===== src/rtl/replica_mon_pkg.sv =====
// rtl/replica_mon_pkg.sv - shared types, defaults and helpers for the replica capture monitor
package replica_mon_pkg;

  localparam int DEF_CHAIN_INV  = 28;
  localparam int DEF_WINDOW     = 256;
  localparam int DEF_ERR_THRESH = 4;
  localparam int DEF_CNT_W      = 9;
  localparam int STUCK_RUN      = 8;

  typedef enum logic [1:0] {
    ST_IDLE,
    ST_PRIME,
    ST_RUN
  } state_t;

  // An odd inverter count inverts the launched value at the chain output.
  function automatic logic exp_parity(input int unsigned chain_inv);
    return chain_inv[0];
  endfunction

endpackage


===== src/rtl/replica_capture_monitor_if.sv =====
// rtl/replica_capture_monitor_if.sv - monitor control/status bundle; stuck_o exists under REPLICA_MON_STUCK_EN
interface replica_capture_monitor_if #(
  parameter int CNT_W = 9
) ();

  logic             enable_i;
  logic             launch_o;
  logic             replica_i;
  logic             err_pulse_o;
  logic [CNT_W-1:0] err_count_o;
  logic             window_done_o;
  logic             alarm_req_o;
  logic             alarm_ack_i;
  logic             alarm_ovr_o;
`ifdef REPLICA_MON_STUCK_EN
  logic             stuck_o;
`endif

  modport master (
    input  enable_i, replica_i, alarm_ack_i,
    output launch_o, err_pulse_o, err_count_o, window_done_o, alarm_req_o, alarm_ovr_o
`ifdef REPLICA_MON_STUCK_EN
    , output stuck_o
`endif
  );

  modport slave (
    output enable_i, replica_i, alarm_ack_i,
    input  launch_o, err_pulse_o, err_count_o, window_done_o, alarm_req_o, alarm_ovr_o
`ifdef REPLICA_MON_STUCK_EN
    , input stuck_o
`endif
  );

endinterface


===== src/rtl/replica_mon_window.sv =====
// rtl/replica_mon_window.sv - checked-cycle window, saturating error count and threshold compare
module replica_mon_window
  import replica_mon_pkg::*;
#(
  parameter int WINDOW     = DEF_WINDOW,
  parameter int ERR_THRESH = DEF_ERR_THRESH,
  parameter int CNT_W      = DEF_CNT_W
) (
  input  logic             clk_i,
  input  logic             rst_ni,
  input  logic             check_i,
  input  logic             err_i,
  input  logic             clear_i,
  output logic [CNT_W-1:0] count_o,
  output logic             done_o,
  output logic             hit_o
);

  localparam logic [CNT_W-1:0] LAST   = CNT_W'(WINDOW - 1);
  localparam logic [CNT_W-1:0] THRESH = CNT_W'(ERR_THRESH);
  localparam logic [CNT_W-1:0] SAT    = '1;

  logic [CNT_W-1:0] r_wcnt;
  logic [CNT_W-1:0] r_ecnt;
  logic [CNT_W-1:0] r_count;
  logic             r_done;
  logic [CNT_W-1:0] w_total;
  logic             w_close;

  // Total includes the mismatch of the current edge so the closing check is not lost.
  assign w_total = (check_i && err_i && (r_ecnt != SAT)) ? r_ecnt + 1'b1 : r_ecnt;
  assign w_close = check_i && (r_wcnt == LAST);
  assign hit_o   = w_close && (w_total >= THRESH);

  always_ff @(posedge clk_i or negedge rst_ni) begin
    if (!rst_ni) begin
      r_wcnt  <= '0;
      r_ecnt  <= '0;
      r_count <= '0;
      r_done  <= 1'b0;
    end else if (clear_i) begin
      r_wcnt <= '0;
      r_ecnt <= '0;
      r_done <= 1'b0;
    end else if (w_close) begin
      r_wcnt  <= '0;
      r_ecnt  <= '0;
      r_count <= w_total;
      r_done  <= 1'b1;
    end else begin
      r_wcnt <= r_wcnt + 1'b1;
      r_ecnt <= w_total;
      r_done <= 1'b0;
    end
  end

  assign count_o = r_count;
  assign done_o  = r_done;

endmodule


===== src/rtl/replica_capture_monitor.sv =====
// rtl/replica_capture_monitor.sv - replica chain launch/capture FSM, alarm handshake; REPLICA_MON_STUCK_EN adds stuck_o
module replica_capture_monitor
  import replica_mon_pkg::*;
#(
  parameter int CHAIN_INV  = DEF_CHAIN_INV,
  parameter int WINDOW     = DEF_WINDOW,
  parameter int ERR_THRESH = DEF_ERR_THRESH,
  parameter int CNT_W      = DEF_CNT_W
) (
  input logic                       clk_i,
  input logic                       rst_ni,
  replica_capture_monitor_if.master bus
);

  localparam logic EXP_INV = exp_parity(CHAIN_INV);

  state_t           r_state;
  state_t           w_state_nx;
  logic             r_launch;
  logic             w_launch_nx;
  logic             w_check;
  logic             w_mismatch;
  logic             r_err_pulse;
  logic             r_alarm_req;
  logic             r_alarm_ovr;
  logic             w_win_done;
  logic             w_hit;
  logic [CNT_W-1:0] w_err_count;

  always_comb begin
    w_state_nx  = r_state;
    w_launch_nx = r_launch;
    w_check     = 1'b0;
    case (r_state)
      ST_IDLE: begin
        if (bus.enable_i) w_state_nx = ST_PRIME;
      end
      ST_PRIME: begin
        if (bus.enable_i) begin
          w_state_nx  = ST_RUN;
          w_launch_nx = ~r_launch;
        end else begin
          w_state_nx = ST_IDLE;
        end
      end
      ST_RUN: begin
        if (bus.enable_i) begin
          w_launch_nx = ~r_launch;
          w_check     = 1'b1;
        end else begin
          w_state_nx = ST_IDLE;
        end
      end
      default: w_state_nx = ST_IDLE;
    endcase
  end

  // Compared against the launch value from before this edge: one period of settle time.
  assign w_mismatch = bus.replica_i != (r_launch ^ EXP_INV);

  always_ff @(posedge clk_i or negedge rst_ni) begin
    if (!rst_ni) begin
      r_state     <= ST_IDLE;
      r_launch    <= 1'b0;
      r_err_pulse <= 1'b0;
    end else begin
      r_state     <= w_state_nx;
      r_launch    <= w_launch_nx;
      r_err_pulse <= w_check && w_mismatch;
    end
  end

  replica_mon_window #(
    .WINDOW    (WINDOW),
    .ERR_THRESH(ERR_THRESH),
    .CNT_W     (CNT_W)
  ) u_window (
    .clk_i  (clk_i),
    .rst_ni (rst_ni),
    .check_i(w_check),
    .err_i  (w_mismatch),
    .clear_i(!w_check),
    .count_o(w_err_count),
    .done_o (w_win_done),
    .hit_o  (w_hit)
  );

  // A fresh hit arriving with the ack re-arms the request instead of flagging overrun.
  always_ff @(posedge clk_i or negedge rst_ni) begin
    if (!rst_ni) begin
      r_alarm_req <= 1'b0;
      r_alarm_ovr <= 1'b0;
    end else if (r_alarm_req && bus.alarm_ack_i) begin
      r_alarm_req <= w_hit;
    end else if (w_hit) begin
      if (r_alarm_req) r_alarm_ovr <= 1'b1;
      else             r_alarm_req <= 1'b1;
    end
  end

`ifdef REPLICA_MON_STUCK_EN
  logic [3:0] r_run;
  logic       r_prev_rep;
  logic       r_stuck;

  always_ff @(posedge clk_i or negedge rst_ni) begin
    if (!rst_ni) begin
      r_run      <= '0;
      r_prev_rep <= 1'b0;
      r_stuck    <= 1'b0;
    end else if (!w_check) begin
      r_run <= '0;
    end else begin
      r_prev_rep <= bus.replica_i;
      if ((r_run != 4'd0) && (bus.replica_i == r_prev_rep)) begin
        if (r_run != 4'hf) r_run <= r_run + 4'd1;
        if (r_run >= 4'(STUCK_RUN - 1)) r_stuck <= 1'b1;
      end else begin
        r_run <= 4'd1;
      end
    end
  end

  assign bus.stuck_o = r_stuck;
`endif

  assign bus.launch_o      = r_launch;
  assign bus.err_pulse_o   = r_err_pulse;
  assign bus.err_count_o   = w_err_count;
  assign bus.window_done_o = w_win_done;
  assign bus.alarm_req_o   = r_alarm_req;
  assign bus.alarm_ovr_o   = r_alarm_ovr;

endmodule


===== src/flat_wrapper.sv =====
// flat-port wrapper written by rule: the top's interface ports become plain ports
module replica_capture_monitor_flat import replica_mon_pkg::*;
#(
  parameter int CHAIN_INV  = DEF_CHAIN_INV,
  parameter int WINDOW     = DEF_WINDOW,
  parameter int ERR_THRESH = DEF_ERR_THRESH,
  parameter int CNT_W      = DEF_CNT_W
)
  (clk_i, rst_ni, bus_enable_i, bus_replica_i, bus_alarm_ack_i, bus_launch_o, bus_err_pulse_o, bus_err_count_o, bus_window_done_o, bus_alarm_req_o, bus_alarm_ovr_o);
  replica_capture_monitor_if #(.CNT_W(CNT_W)) bus_i ();
  input logic clk_i;
  input logic rst_ni;
  input wire logic [$bits(bus_i.enable_i)-1:0] bus_enable_i;
  input wire logic [$bits(bus_i.replica_i)-1:0] bus_replica_i;
  input wire logic [$bits(bus_i.alarm_ack_i)-1:0] bus_alarm_ack_i;
  output wire logic [$bits(bus_i.launch_o)-1:0] bus_launch_o;
  output wire logic [$bits(bus_i.err_pulse_o)-1:0] bus_err_pulse_o;
  output wire logic [$bits(bus_i.err_count_o)-1:0] bus_err_count_o;
  output wire logic [$bits(bus_i.window_done_o)-1:0] bus_window_done_o;
  output wire logic [$bits(bus_i.alarm_req_o)-1:0] bus_alarm_req_o;
  output wire logic [$bits(bus_i.alarm_ovr_o)-1:0] bus_alarm_ovr_o;
  assign bus_i.enable_i = bus_enable_i;
  assign bus_i.replica_i = bus_replica_i;
  assign bus_i.alarm_ack_i = bus_alarm_ack_i;
  assign bus_launch_o = bus_i.launch_o;
  assign bus_err_pulse_o = bus_i.err_pulse_o;
  assign bus_err_count_o = bus_i.err_count_o;
  assign bus_window_done_o = bus_i.window_done_o;
  assign bus_alarm_req_o = bus_i.alarm_req_o;
  assign bus_alarm_ovr_o = bus_i.alarm_ovr_o;
  replica_capture_monitor #(.CHAIN_INV(CHAIN_INV), .WINDOW(WINDOW), .ERR_THRESH(ERR_THRESH), .CNT_W(CNT_W)) u_core (.clk_i(clk_i), .rst_ni(rst_ni), .bus(bus_i));
endmodule

===== config.mk =====
export PLATFORM = sky130hd
export DESIGN_NAME = replica_capture_monitor_flat
export DESIGN_NICKNAME = d
export VERILOG_FILES = /design/src/rtl/replica_mon_pkg.sv /design/src/rtl/replica_capture_monitor_if.sv /design/src/rtl/replica_mon_window.sv /design/src/rtl/replica_capture_monitor.sv /design/src/flat_wrapper.sv
export SDC_FILE = /design/constraint.sdc
export NUM_CORES = 1
export LEC_CHECK = 0
export CORE_MARGIN = 8
export CORE_UTILIZATION = 45
export DETAILED_ROUTE_END_ITERATION = 16
export GPL_TIMING_DRIVEN = 0
export PLACE_DENSITY = 0.69
export SYNTH_ARGS = -nofsm -noshare
export SYNTH_HDL_FRONTEND = slang
export SYNTH_SLANG_ARGS = --single-unit

===== constraint.sdc =====
create_clock -name clk_i -period 2.4 [get_ports clk_i]
set_input_delay 0.48 -clock clk_i [delete_from_list [all_inputs] [get_ports clk_i]]
set_output_delay 0.48 -clock clk_i [all_outputs]
set_load 0.02 [all_outputs]

==> results of run 1 <==
## sequential cells by signal, summed over array words and instances (netlist names)
signal,cells
u_core.bus.alarm_req_o,1
u_core.u_window.count_o,9
u_core.bus.err_pulse_o,1
u_core.u_window.r_wcnt,9
u_core.r_state,2
u_core.bus.launch_o,1
u_core.bus.alarm_ovr_o,1
u_core.u_window.done_o,1
u_core.u_window.r_ecnt,9
## power breakdown
| part | leakage [nW] | switching, W | internal [W] |
|---|---|---|---|
| registers | 0.465 | 0.0000332 | 0.000606 |
| logic | 0.387 | 0.000173 | 0.000111 |
| clock network | 0.0431 | 0.000187 | 0.000221 |
## cells in the final DEF, fill, tap and decap left out, types with 4 or more instances in the layout
cell,count
clkdlybuf4s50_1,17
o21ai_0,4
a21oi_1,10
xnor2_1,11
ha_1,4
nor2_1,31
xor2_1,5
clkbuf_8,6
buf_4,8
mux2i_1,4
inv_1,5
dfrtp_1,31
nand2_1,9
## critical path, cell delays in order (launching register included)
cell and delay [ps]:
dfrtp_2 420, ha_4 160, and4_4 200, ha_4 160
nand4b_1 210, nor4_4 290, xor2_1 130, o41ai_2 460
nand2_1 110
## metrics by stage
| step | TNS (ps) | hold WS (ps) | instances |
|---|---|---|---|
| 2_1_floorplan | 0 | 184 | 159 |
| 3_3_place_gp | -773 | 459 | 225 |
| 3_5_place_dp | -917 | 469 | 225 |
| 4_1_cts | -76.0 | 287 | 238 |
| 5_1_grt | -22.9 | 313 | 238 |
| 6_report | 0 | 258 | 238 |
## Yosys cell counts (2+ instances only)
cell type  instances
nand2_1            9
nand3b_1           2
a21oi_1           10
nor3_1             3
clkbuf_1           2
mux2i_1            4
o21ai_0            4
dfrtp_1           34
xnor2_1           11
nand3_1            4
xor2_1             5
inv_1              5
nor2_1            33
buf_2              2
ha_1               6
or3_1              2
## path summary, 6_finish.rpt
kind | from | endpoint | cells after the start
hold reg to reg | u_core.bus.alarm_ovr_o$_DFFE_PN0P_ | u_core.bus.alarm_ovr_o$_DFFE_PN0P_ | 1
setup reg to reg | u_core.u_window.r_ecnt[0]$_DFF_PN0_ | u_core.bus.alarm_req_o$_DFFE_PN0P_ | 8
setup / recovery | u_core.u_window.r_ecnt[0]$_DFF_PN0_ | u_core.bus.alarm_req_o$_DFFE_PN0P_ | 8
hold / removal | rst_ni | u_core.u_window.r_wcnt[6]$_DFF_PN0_ | 1
min in group clk_i | u_core.bus.alarm_ovr_o$_DFFE_PN0P_ | u_core.bus.alarm_ovr_o$_DFFE_PN0P_ | 1
max in group asynchronous | rst_ni | u_core.u_window.r_ecnt[0]$_DFF_PN0_ | 1
## logic make-up after synthesis
| kind of cell | synth area share (%) |
|---|---|
| muxes | 3.11 |
| buffers and inverters | 2.50 |
| AOI/OAI and AO/OA | 6.37 |
| DFF | 51.6 |
| adders and majority gates | 4.55 |
| xor gates and xnor gates | 9.48 |
| and+or+nand+nor | 22.4 |
## what timing repair did
item,CTS,global route
setup buffers,8,0
hold buffers,0,0
pin swaps,5,3
setup endpoints to repair,10,4
resized for setup,9,3
## metal layers
layer	up-vias	part of all wire, %	track usage (%)
li1	591	-	-
met1	602	43	14.3
met2	15	50	22.1
met3	2	5.0	6.01
met4	0	1.1	4.42
met5	-	0	0
## final cells by class
| type | instances | area [um^2] |
|---|---|---|
| fillers | 311 | 1530 |
| flip-flops and latches | 34 | 855 |
| multi-input cells | 115 | 805 |
| inverters | 5 | 18.8 |
| clock buffers | 6 | 82.6 |
| well taps | 48 | 60.1 |
| repair buffers | 26 | 235 |
| plain buffers | 4 | 18.8 |
==> flow_metrics.py, run 1 <==
metrics = {
    "status": {
        "status": "finished, final reports clean",
    },
    "global_route": {
        "antenna_found_initial": 0,
        "grt_pass1_vias": 1307,
        "grt_pass1_wl_um": 6200,
        "grt_max_degree": 35,
        "grt-ovfl-total": 0,
        "track_usage_pct": 13.2,
    },
    "floorplan": {
        "dieArea_um2": 5860,
        "rows": 22,
        "start_util_pct": 45.8,
        "dieHeight_um": 76.6,
        "core_um2": 3610,
        "die_w_um": 76.6,
        "io_pins": 19,
    },
    "sta": {
        "period_minus_slack_ps": 2270,
        "skew_ps": 7.30,
        "clock.fmax_mhz": 441,
        "tightestPinTransition_ps": 735,
        "fin_crit_sh_pct": 94.5,
        "rsz0062_at_grt": "yes",
        "hold_viol_final": 0,
        "setup_viol": 0,
        "slew_violations": 0,
        "relSlewSlack_pct": 51.0,
        "setup_ws_ps": 133,
    },
    "route": {
        "drc_errors": 0,
        "drt-initial-drc-count": 41,
        "drt_pass1_iterations": 4,
        "wire_per_inst_um": 14.4,
        "num_vias": 1210,
        "avgViaCountPerCell": 5.08,
        "routed_wl_um": 3440,
        "drtAntennaViolNets": 0,
    },
    "setup_path": {
        "critical_path.endpoint_type": "flip-flop",
        "startpoint_type": "flip-flop",
        "cp_data_required_time_ps": 2560,
        "arrival_ps": 2420,
        "path_class": "reg -> reg",
        "crit_fanout": 3,
        "rrSetupSlack_ps": 130,
    },
    "yosys": {
        "synth_nets": 170,
        "synth_top_area_share_pct": 51.6,
        "synth-seq-area-share_pct": 51.6,
        "synthCells": 159,
        "syn-cell-area_um2": 1650,
        "synth-async-reset-ratio_pct": 100,
        "synth_top_cell_by_area": "dfrtp_1",
        "synthFlopType": "dfrtp_1",
        "yosysWarnings": 0,
        "ys_ff_latch": 34,
        "syn_area_per_cell_um2": 10.4,
        "synth_area_leaders": "dfrtp_1 52%, nor2_1 7.5%, xnor2_1 5.8%",
        "synth_edf_count": 0,
        "post_synth_num_cell_types": 39,
    },
    "placement": {
        "hpwl_um": 2310,
        "place_ws_ps": -186,
        "dpl_cell_area_um2": 1890,
        "portBuffers": 18,
        "gp_congestion": 0.873,
    },
    "power": {
        "pwr_density_cell_nw_per_um2": 642,
        "p_total_w": 0.00133,
        "vdd_drop_max_mv": 0.448,
        "power_leakage_nw": 0.896,
    },
    "clocking": {
        "clock_sinks": 34,
        "clk_latency_ps": 290,
        "clock-root-buffer": "clkbuf_8",
        "numCtsBuffers": 5,
        "cts_max_path_buffers": 2,
        "htree_levels": 2,
        "cts_tree": "yes",
        "clk_transition_reported_paths_ps": 70,
    },
    "finish": {
        "antennaDiodeCount": 0,
        "drive_above_1_share_pct": 20.5,
        "final_util_pct": 57.5,
        "design_area_um2": 2070,
        "syn_to_final_growth_pct": 25.7,
        "layout.nets": 202,
    },
    "run": {
        "maxCapViolCount": 0,
    },
    "worst_hold_path": {
        "hp-class": "in -> async",
    },
}
No activity file was read; power rests on OpenSTA's default activity.
==> run 2: changes to the inputs <==
--- a/config.mk
+++ b/config.mk
@@ -5,11 +5,13 @@
 export SDC_FILE = /design/constraint.sdc
 export NUM_CORES = 1
 export LEC_CHECK = 0
+export ABC_CLOCK_PERIOD_IN_PS = 2400
 export CORE_MARGIN = 8
 export CORE_UTILIZATION = 45
 export DETAILED_ROUTE_END_ITERATION = 16
 export GPL_TIMING_DRIVEN = 0
 export PLACE_DENSITY = 0.69
+export RECOVER_POWER = 25
 export SYNTH_ARGS = -nofsm -noshare
 export SYNTH_HDL_FRONTEND = slang
 export SYNTH_SLANG_ARGS = --single-unit
==> flow_metrics.py, run 2 (same netlist as run 1, synthesis figures left out) <==
metrics = {
    "route": {
        "avgViaCountPerCell": 5.08,
        "drc_errors": 0,
        "drt-initial-drc-count": 41,
        "wire_per_inst_um": 14.4,
        "drtAntennaViolNets": 0,
        "num_vias": 1209,
        "routed_wl_um": 3440,
        "drt_pass1_iterations": 4,
    },
    "finish": {
        "final_cells": 238,
        "drive_above_1_share_pct": 20.0,
        "syn_to_final_growth_pct": 25.6,
        "mostFrequentLayoutCells": "31 x nor2_1, 31 x dfrtp_1, 17 x clkdlybuf4s50_1",
        "design_area_um2": 2070,
        "antennaDiodeCount": 0,
        "layout.nets": 202,
        "final_util_pct": 57.5,
    },
    "setup_path": {
        "path_class": "reg -> reg",
        "cpMostUsedCell": "ha_4",
        "startpoint_type": "flip-flop",
        "crit_chain": "ha_4 -> and4_4 -> ha_4 -> nand4b_1 -> nor4_4 -> xor2_1 -> o41ai_2 -> nand2_1",
        "critical_path.endpoint_type": "flip-flop",
        "slowest_delay_ps": 460,
        "crit_fanout": 3,
        "critPathTopFamily": "simple AND/OR/NAND/NOR gates",
        "critPathBufInv": 0,
        "arrival_ps": 2430,
        "cp_data_required_time_ps": 2560,
        "crit_path_top_delay_cell": "o41ai_2",
    },
    "sta": {
        "skew_ps": 7.30,
        "fin_setup_tns_ps": 0,
        "tightestPinTransition_ps": 1760,
        "relSlewSlack_pct": -17.6,
        "period_minus_slack_ps": 2270,
        "clock.fmax_mhz": 441,
        "rsz0062_at_grt": "yes",
        "setup_viol": 0,
        "hold_viol_final": 0,
        "slew_violations": 35,
        "fin_crit_sh_pct": 94.5,
    },
    "clocking": {
        "numCtsBuffers": 5,
        "htree_levels": 2,
        "clock_sinks": 34,
        "clk_latency_ps": 290,
        "cts_max_path_buffers": 2,
        "cts_tree": "yes",
        "clock-root-buffer": "clkbuf_8",
        "clk_transition_reported_paths_ps": 60,
    },
    "power": {
        "vdd_drop_max_mv": 0.448,
        "power_leakage_nw": 0.893,
        "pwr_density_cell_nw_per_um2": 642,
        "p_total_w": 0.00133,
    },
    "global_route": {
        "antenna_found_initial": 0,
        "grt-ovfl-total": 0,
        "grt_pass1_wl_um": 6200,
        "track_usage_pct": 13.2,
        "grt_pass1_vias": 1307,
        "grt_max_degree": 35,
    },
    "placement": {
        "dpl_cell_area_um2": 1890,
        "hpwl_um": 2310,
        "portBuffers": 18,
        "place_inst": 225,
        "gp_congestion": 0.873,
    },
    "floorplan": {
        "io_pins": 19,
        "dieArea_um2": 5860,
        "core_um2": 3610,
        "start_util_pct": 45.8,
        "die_w_um": 76.6,
        "dieHeight_um": 76.6,
        "rows": 22,
    },
    "status": {
        "status": "complete, but fails checks",
        "violations": "capacitance limit, slew limit",
    },
    "worst_hold_path": {
        "hp-class": "reg -> reg",
    },
    "run": {
        "maxCapViolCount": 1,
    },
}
run 2: changes by cell type in the layout (fill, tap and decap cells not counted), sizes merged:
| cell | before | now |
|---|---|---|
| clkbuf | 8 | 9 |
| buf | 11 | 10 |
run 2: final timing paths:
kind	slack, ps	startpoint	depth (start not counted)	end
max	130	u_core.u_window.r_ecnt[0]$_DFF_PN0_	8	u_core.bus.alarm_req_o$_DFFE_PN0P_
min	480	u_core.bus.alarm_ovr_o$_DFFE_PN0P_	1	u_core.bus.alarm_ovr_o$_DFFE_PN0P_
max reg2reg	130	u_core.u_window.r_ecnt[0]$_DFF_PN0_	8	u_core.bus.alarm_req_o$_DFFE_PN0P_
min reg2reg	480	u_core.bus.alarm_ovr_o$_DFFE_PN0P_	1	u_core.bus.alarm_ovr_o$_DFFE_PN0P_
max in group asynchronous	590	rst_ni	1	u_core.u_window.r_ecnt[0]$_DFF_PN0_
min in group asynchronous	660	rst_ni	1	u_core.u_window.r_wcnt[6]$_DFF_PN0_
run 2: per-stage QoR:
step           worst slack [ps]  hold slack (ps)
2_1_floorplan              50.6              184
3_3_place_gp               -185              459
3_5_place_dp               -186              469
4_1_cts                   -64.5              287
5_1_grt                   -22.9              501
6_report                    133              482
run 2: cell type report:
class                      instances  area (um^2)
tap                               48         60.1
multi-input combinational        115          805
buffer                             4         18.8
inverter                           5         18.8
clock buffer                       6         82.6
timing repair buffer              26          234
fill                             310         1530
sequential                        34          855
run 2: what timing repair did:
action                     CTS  global route
setup endpoints to repair   10             4
pin swaps                    5             3
hold buffers                 0             0
buffers inserted             8             0
gates resized for setup      9             3
run 2: per-layer routing:
metal | vias to the layer above | share of wire (%) | global-route usage [%] | wire length, um
li1 | 591 | - | - | -
met1 | 601 | 43 | 14.3 | 1490
met2 | 15 | 50 | 22.1 | 1730
met3 | 2 | 5.0 | 6.01 | 172
met4 | 0 | 1.1 | 4.42 | 38
met5 | - | 0 | 0 | 0
run 2: report_power, final:
group	switching [W]	internal, W	total [W]	leakage [nW]
registers	0.0000332	0.000606	0.000639	0.465
logic	0.000173	0.000111	0.000284	0.384
clock network	0.000187	0.000221	0.000408	0.0431
total	0.000394	0.000937	0.00133	0.893
==> edit 1 (config.mk and constraints of run 1) <==
Set the package constant `DEF_CNT_W` to 8 (it was 9).
--- a/src/rtl/replica_mon_pkg.sv
+++ b/src/rtl/replica_mon_pkg.sv
@@ -4,7 +4,7 @@
   localparam int DEF_CHAIN_INV  = 28;
   localparam int DEF_WINDOW     = 256;
   localparam int DEF_ERR_THRESH = 4;
-  localparam int DEF_CNT_W      = 9;
+  localparam int DEF_CNT_W      = 8;
   localparam int STUCK_RUN      = 8;
 
   typedef enum logic [1:0] {
Ports: changed (resized bus_err_count_o); port bits go from 19 to 18. The function was not compared with the original's and may differ.
==> edit 1 against run 1 <==
Total power decreased by 13%. Synthesized area decreased by 7.8%. Non-clock buffer count decreased by 9. Cell area decreased by 13%. Utilization decreased by 2.3 points. Global-route usage decreased by 0.79 points. Setup slack improved by 370 ps. Sequential cell count decreased by 3. Synthesized cell count decreased by 3.1%. Routed wire length decreased by 16%. Via count decreased by 6.4%. Largest cell class unchanged.
==> edit 1: results <==
export IMPL_status="completed"
export IMPL_synth_lib_cells_used_distinct=35
export IMPL_leakagePower_uw=0.0008022
export IMPL_synthTopCellsByCount="dfrtp_1 (31), nand2_1 (21), nor2_1 (19)"
export IMPL_clock_latency_ps=320
export IMPL_detailedRoute_firstIterationViolations=34
export IMPL_worst_slack_placed_ps=208.5
export IMPL_rr_worst_depth=6
export IMPL_grt_util_overall=0.1237
export IMPL_timing_clock_skew_ps=6.261
export IMPL_reg2reg_to="u_core.bus.alarm_ovr_o"
export IMPL_r2r_start="u_core.u_window.r_ecnt[0]"
export IMPL_ys_dominant_reg_cell="dfrtp_1"
export IMPL_weighted_congestion_at_the_end_of_routability_driven_global_placement=0.8604
export IMPL_cts_reportedPaths_clkPinSlew_ps=90
export IMPL_num_nets_final=188
export IMPL_syn_num_nets=164
export IMPL_grt_start_max_net_pins=32
export IMPL_drv_slew=0
export IMPL_yosysSeqAreaShare=0.5099
export IMPL_grt_first_pass_wirelength_um=5168
export IMPL_final_fill_count=305
export IMPL_cts_setup_buffers=0
export IMPL_r2r_slack_ps=500
export IMPL_dpl_hpwl_um=2153
export IMPL_timing_hold_worst_class="in -> async"
export IMPL_drt_wirelength_per_cell_um=12.79
export IMPL_root_buffer="clkbuf_4"
export IMPL_first_global_vias=1157
export IMPL_insertedDiodeCount=0
export IMPL_postSynth_asyncResetShare=1.000
export IMPL_worst_hold_slack_ps=178.2
export IMPL_worst_ep_arrival_time_ps=2100
export IMPL_post_cts_resized_instances=0
export IMPL_h_tree_depth=2
export IMPL_initial_antenna_violation_count=0
export IMPL_worst_slew_margin_rel=0.5529
export IMPL_cts_made_buffers=5
export IMPL_ratio_of_cells_with_drive_above_1_in_the_final_layout=0.1173
export IMPL_ir_drop_mv=0.4936
export IMPL_clock_tree_buffer_depth=2
export IMPL_synth_warning_count=0
export IMPL_place_port_buffers=17
export IMPL_top_post_synthesis_cells_by_area="dfrtp_1 (51%), nand2_1 (5.2%), nor2_1 (4.7%), ha_1 (4.1%), xor2_1 (4.0%)"
export IMPL_drt_pass1_iterations=4
export IMPL_route_detailed_vias_per_inst=5.031
export IMPL_path_max_fanout=6
edit 1: worst max path at each step:
stage                                    from                endpoint  slack (ps)  depth (start not counted)
finish              u_core.u_window.r_ecnt[0]  u_core.bus.alarm_ovr_o         500                          6
global route        u_core.u_window.r_ecnt[0]  u_core.bus.alarm_req_o         390                          6
CTS                       u_core.bus.launch_o            bus_launch_o         490                          1
detailed placement               bus_enable_i  u_core.bus.alarm_req_o         210                          6
global placement                 bus_enable_i  u_core.bus.alarm_ovr_o         220                          6
floorplan           u_core.u_window.r_ecnt[0]  u_core.bus.alarm_ovr_o         680                          6
edit 1: critical path, stage by stage (launching register included):
cell and delay (ps):
dfrtp_1 420, ha_1 260, and3_1 250, a211oi_4 360, a31oi_1 180, nor3_2 230
a21oi_1 90
edit 1: cell type report:
class	count	area, sq um	share of cell area
Sequential cell	31	775.7	0.4279
Clock buffer	8	68.82	0.03796
Buffer	4	25.02	0.01380
Tap cell	46	57.56	0.03175
Multi-Input combinational cell	114	701.9	0.3872
Timing Repair Buffer	17	165.2	0.09110
Inverter	5	18.77	0.01035
edit 1: through the flow:
stage / std cells / area, sq um
floorplan: 154 / 1521
global placement: 217 / 1749
detailed placement: 217 / 1749
CTS: 225 / 1818
global route: 225 / 1813
finish: 225 / 1813
edit 1: cell families (layout without fill, tap and decap cells):
family	count (synthesis)	count (layout)	share of synthesized area
compound gates	23	23	0.09540
xor+xnor	11	11	0.06332
fa+ha+maj	5	5	0.04112
buf+inv	9	34	0.02878
flops	31	31	0.5099
mux	5	5	0.03372
simple gates	70	70	0.2278
edit 1: power by group:
group | total (uW) | switching [uW] | internal, uW
Sequential | 581 | 28.7 | 552
Clock | 340 | 168 | 172
Combinational | 232 | 135 | 97.0
Total | 1150 | 331 | 821
edit 1: per-layer routing:
| layer | share of wire | up-vias | GRT usage |
|---|---|---|---|
| li1 | - | 573 | - |
| met1 | 0.44 | 526 | 0.1468 |
| met2 | 0.46 | 29 | 0.1914 |
| met3 | 0.073 | 4 | 0.04717 |
| met4 | 0.019 | 0 | 0.05987 |
| met5 | 0 | - | 0 |
==> edit 2 (flow settings as in run 1) <==
Made on the original files. Re-encode `state_t` (3 states) as one-hot, 3 bits wide.
--- a/src/rtl/replica_mon_pkg.sv
+++ b/src/rtl/replica_mon_pkg.sv
@@ -7,10 +7,10 @@
   localparam int DEF_CNT_W      = 9;
   localparam int STUCK_RUN      = 8;
 
-  typedef enum logic [1:0] {
-    ST_IDLE,
-    ST_PRIME,
-    ST_RUN
+  typedef enum logic [2:0] {
+    ST_IDLE  = 3'b001,
+    ST_PRIME = 3'b010,
+    ST_RUN   = 3'b100
   } state_t;
 
   // An odd inverter count inverts the launched value at the chain output.
Function: no difference found for any inputs over 10 cycles, from zero or initial values and one cycle with rst_ni low; not proved beyond that.
==> edit 2 against run 1 <==
Routed wire length down 7.0%. Sequential cell count increased by 1. Synthesized cell count is 3.1% lower. Non-clock buffer count grew 1. Fmax is 5.4% lower. Setup slack worse by 130 ps. Global-route usage fell by 1.3 points. Cell area grew 1.3%. Synthesized area up 0.83%.
Power is not compared: it rests on default switching activity, and its combinational part moved more than twofold at a synthesized area within 25%.
==> edit 2: results <==
export IMPL_synth_warning_count=0
export IMPL_insertedDiodeCount=0
export IMPL_post_dp_cell_area_sq_um=1902
export IMPL_h_tree_depth=2
export IMPL_grt_first_pass_wirelength_um=5637
export IMPL_route_vias_total=1211
export IMPL_top_post_synthesis_cells_by_area="dfrtp_1 (51%), nor2_1 (7.2%), xor2_1 (5.3%), xnor2_1 (3.2%), a21oi_1 (2.7%)"
export IMPL_netlist_instances=154
export IMPL_syn_num_nets=162
export IMPL_ys_dominant_reg_cell="dfrtp_1"
export IMPL_clock_latency_ps=290
export IMPL_synthTopCellsByCount="dfrtp_1 (34), nor2_1 (32), xor2_1 (10)"
export IMPL_weighted_congestion_at_the_end_of_routability_driven_global_placement=0.8301
export IMPL_clock_tree_buffer_depth=2
export IMPL_ratio_of_cells_with_drive_above_1_in_the_final_layout=0.1828
export IMPL_worst_slew_margin_rel=0.5030
export IMPL_postSynth_asyncResetShare=1.000
export IMPL_yosysSeqAreaShare=0.5271
export IMPL_dpl_hpwl_um=2249
export IMPL_path_max_fanout=6
export IMPL_drt_wl_total_um=3195
export IMPL_status="completed"
export IMPL_synth_lib_cells_used_distinct=40
export IMPL_initial_antenna_violation_count=0
export IMPL_grt_util_overall=0.1183
export IMPL_grt_start_max_net_pins=36
export IMPL_drt_wirelength_per_cell_um=13.65
export IMPL_placed_cells_incl_taps=220
export IMPL_num_nets_final=193
export IMPL_timing_clock_skew_ps=10.15
export IMPL_detailedRoute_firstIterationViolations=42
export IMPL_worst_slack_placed_ps=-138.5
## edit 2: cell count changes in the layout (fill, tap and decap cells not counted), moves of 2 or more
cell / run 1 / this run
nor3_1: 3 / 1
nand4_1: 1 / 4
nor4_2: 0 / 2
dfrtp_2: 3 / 0
nor2_2: 2 / 0
xor2_1: 5 / 10
or3_1: 2 / 0
ha_1: 4 / 1
xnor2_1: 11 / 6
dfrtp_1: 31 / 34
o21ai_0: 4 / 1
## edit 2: worst paths after layout
path                                                start                         end  slack (ps)  depth (start not counted)
worst min register to register     u_core.bus.alarm_ovr_o      u_core.bus.alarm_ovr_o         470                          2
worst max-delay path            u_core.u_window.r_ecnt[0]      u_core.bus.alarm_req_o           3                          9
max in group asynchronous                          rst_ni  u_core.u_window.count_o[4]        1670                          1
min in group clk_i                 u_core.bus.alarm_ovr_o      u_core.bus.alarm_ovr_o         470                          2
worst max register to register  u_core.u_window.r_ecnt[0]      u_core.bus.alarm_req_o           3                          9
worst min-delay path                               rst_ni           u_core.r_state[2]         250                          1
## edit 2: per-stage QoR
stage               hold slack [ps]  setup TNS [ps]
floorplan                     184.4               0
global placement              443.4          -200.3
detailed placement            462.5          -263.0
CTS                           279.6               0
global route                  316.2          -201.3
finish                        247.9               0
## edit 2: worst max-delay path, cell delays in order, from the launching register on
cell	delay (ps)
dfrtp_1	420
ha_4	200
nand3_4	70
nor3_2	40
ha_2	200
or4b_1	460
a2111o_1	370
o31a_1	110
a211oi_2	270
o22ai_1	120
## edit 2: layout make-up
type	instances	area, sq um
plain buffers	7	43.79
clock buffers	6	82.58
clock inverters	2	35.03
fillers	301	1504
inverters	4	15.01
multi-input cells	108	768.2
flip-flops and latches	35	877.1
well taps	48	60.06
repair buffers	24	220.2
## edit 2: what timing repair did
action,CTS,global route
pin swaps,1,5
endpoints found under the setup margin,2,2
setup buffers,2,4
gates resized for setup,1,5
endpoints found under the hold margin,0,0
cloned,0,0
## edit 2: power by group
part	internal [uW]	total (uW)	leakage, uW	switching [uW]
Sequential	612	639	0.000477	27.3
Combinational	58.4	124	0.000320	65.2
Clock	336	551	0.0000612	215
## edit 2: kinds of logic (layout without fill, tap and decap cells)
family | Yosys count | in the layout | synth area share
AO/OA/AOI/OAI | 15 | 15 | 0.05864
XOR/XNOR | 17 | 17 | 0.1008
adder cells (fa/ha/maj) | 3 | 3 | 0.02256
buffers and inverters | 11 | 43 | 0.03533
flip-flops | 35 | 35 | 0.5271
multiplexers | 4 | 4 | 0.02406
AND/OR/NAND/NOR | 69 | 69 | 0.2316
## edit 2: routing by layer
metal  wire length [um]  track usage  vias up
met1               1526       0.1389      595
met3                134      0.04895        6
li1                   -            -      590
met2               1472       0.1810       20
met4                 62      0.05962        0
met5                  0            0        -
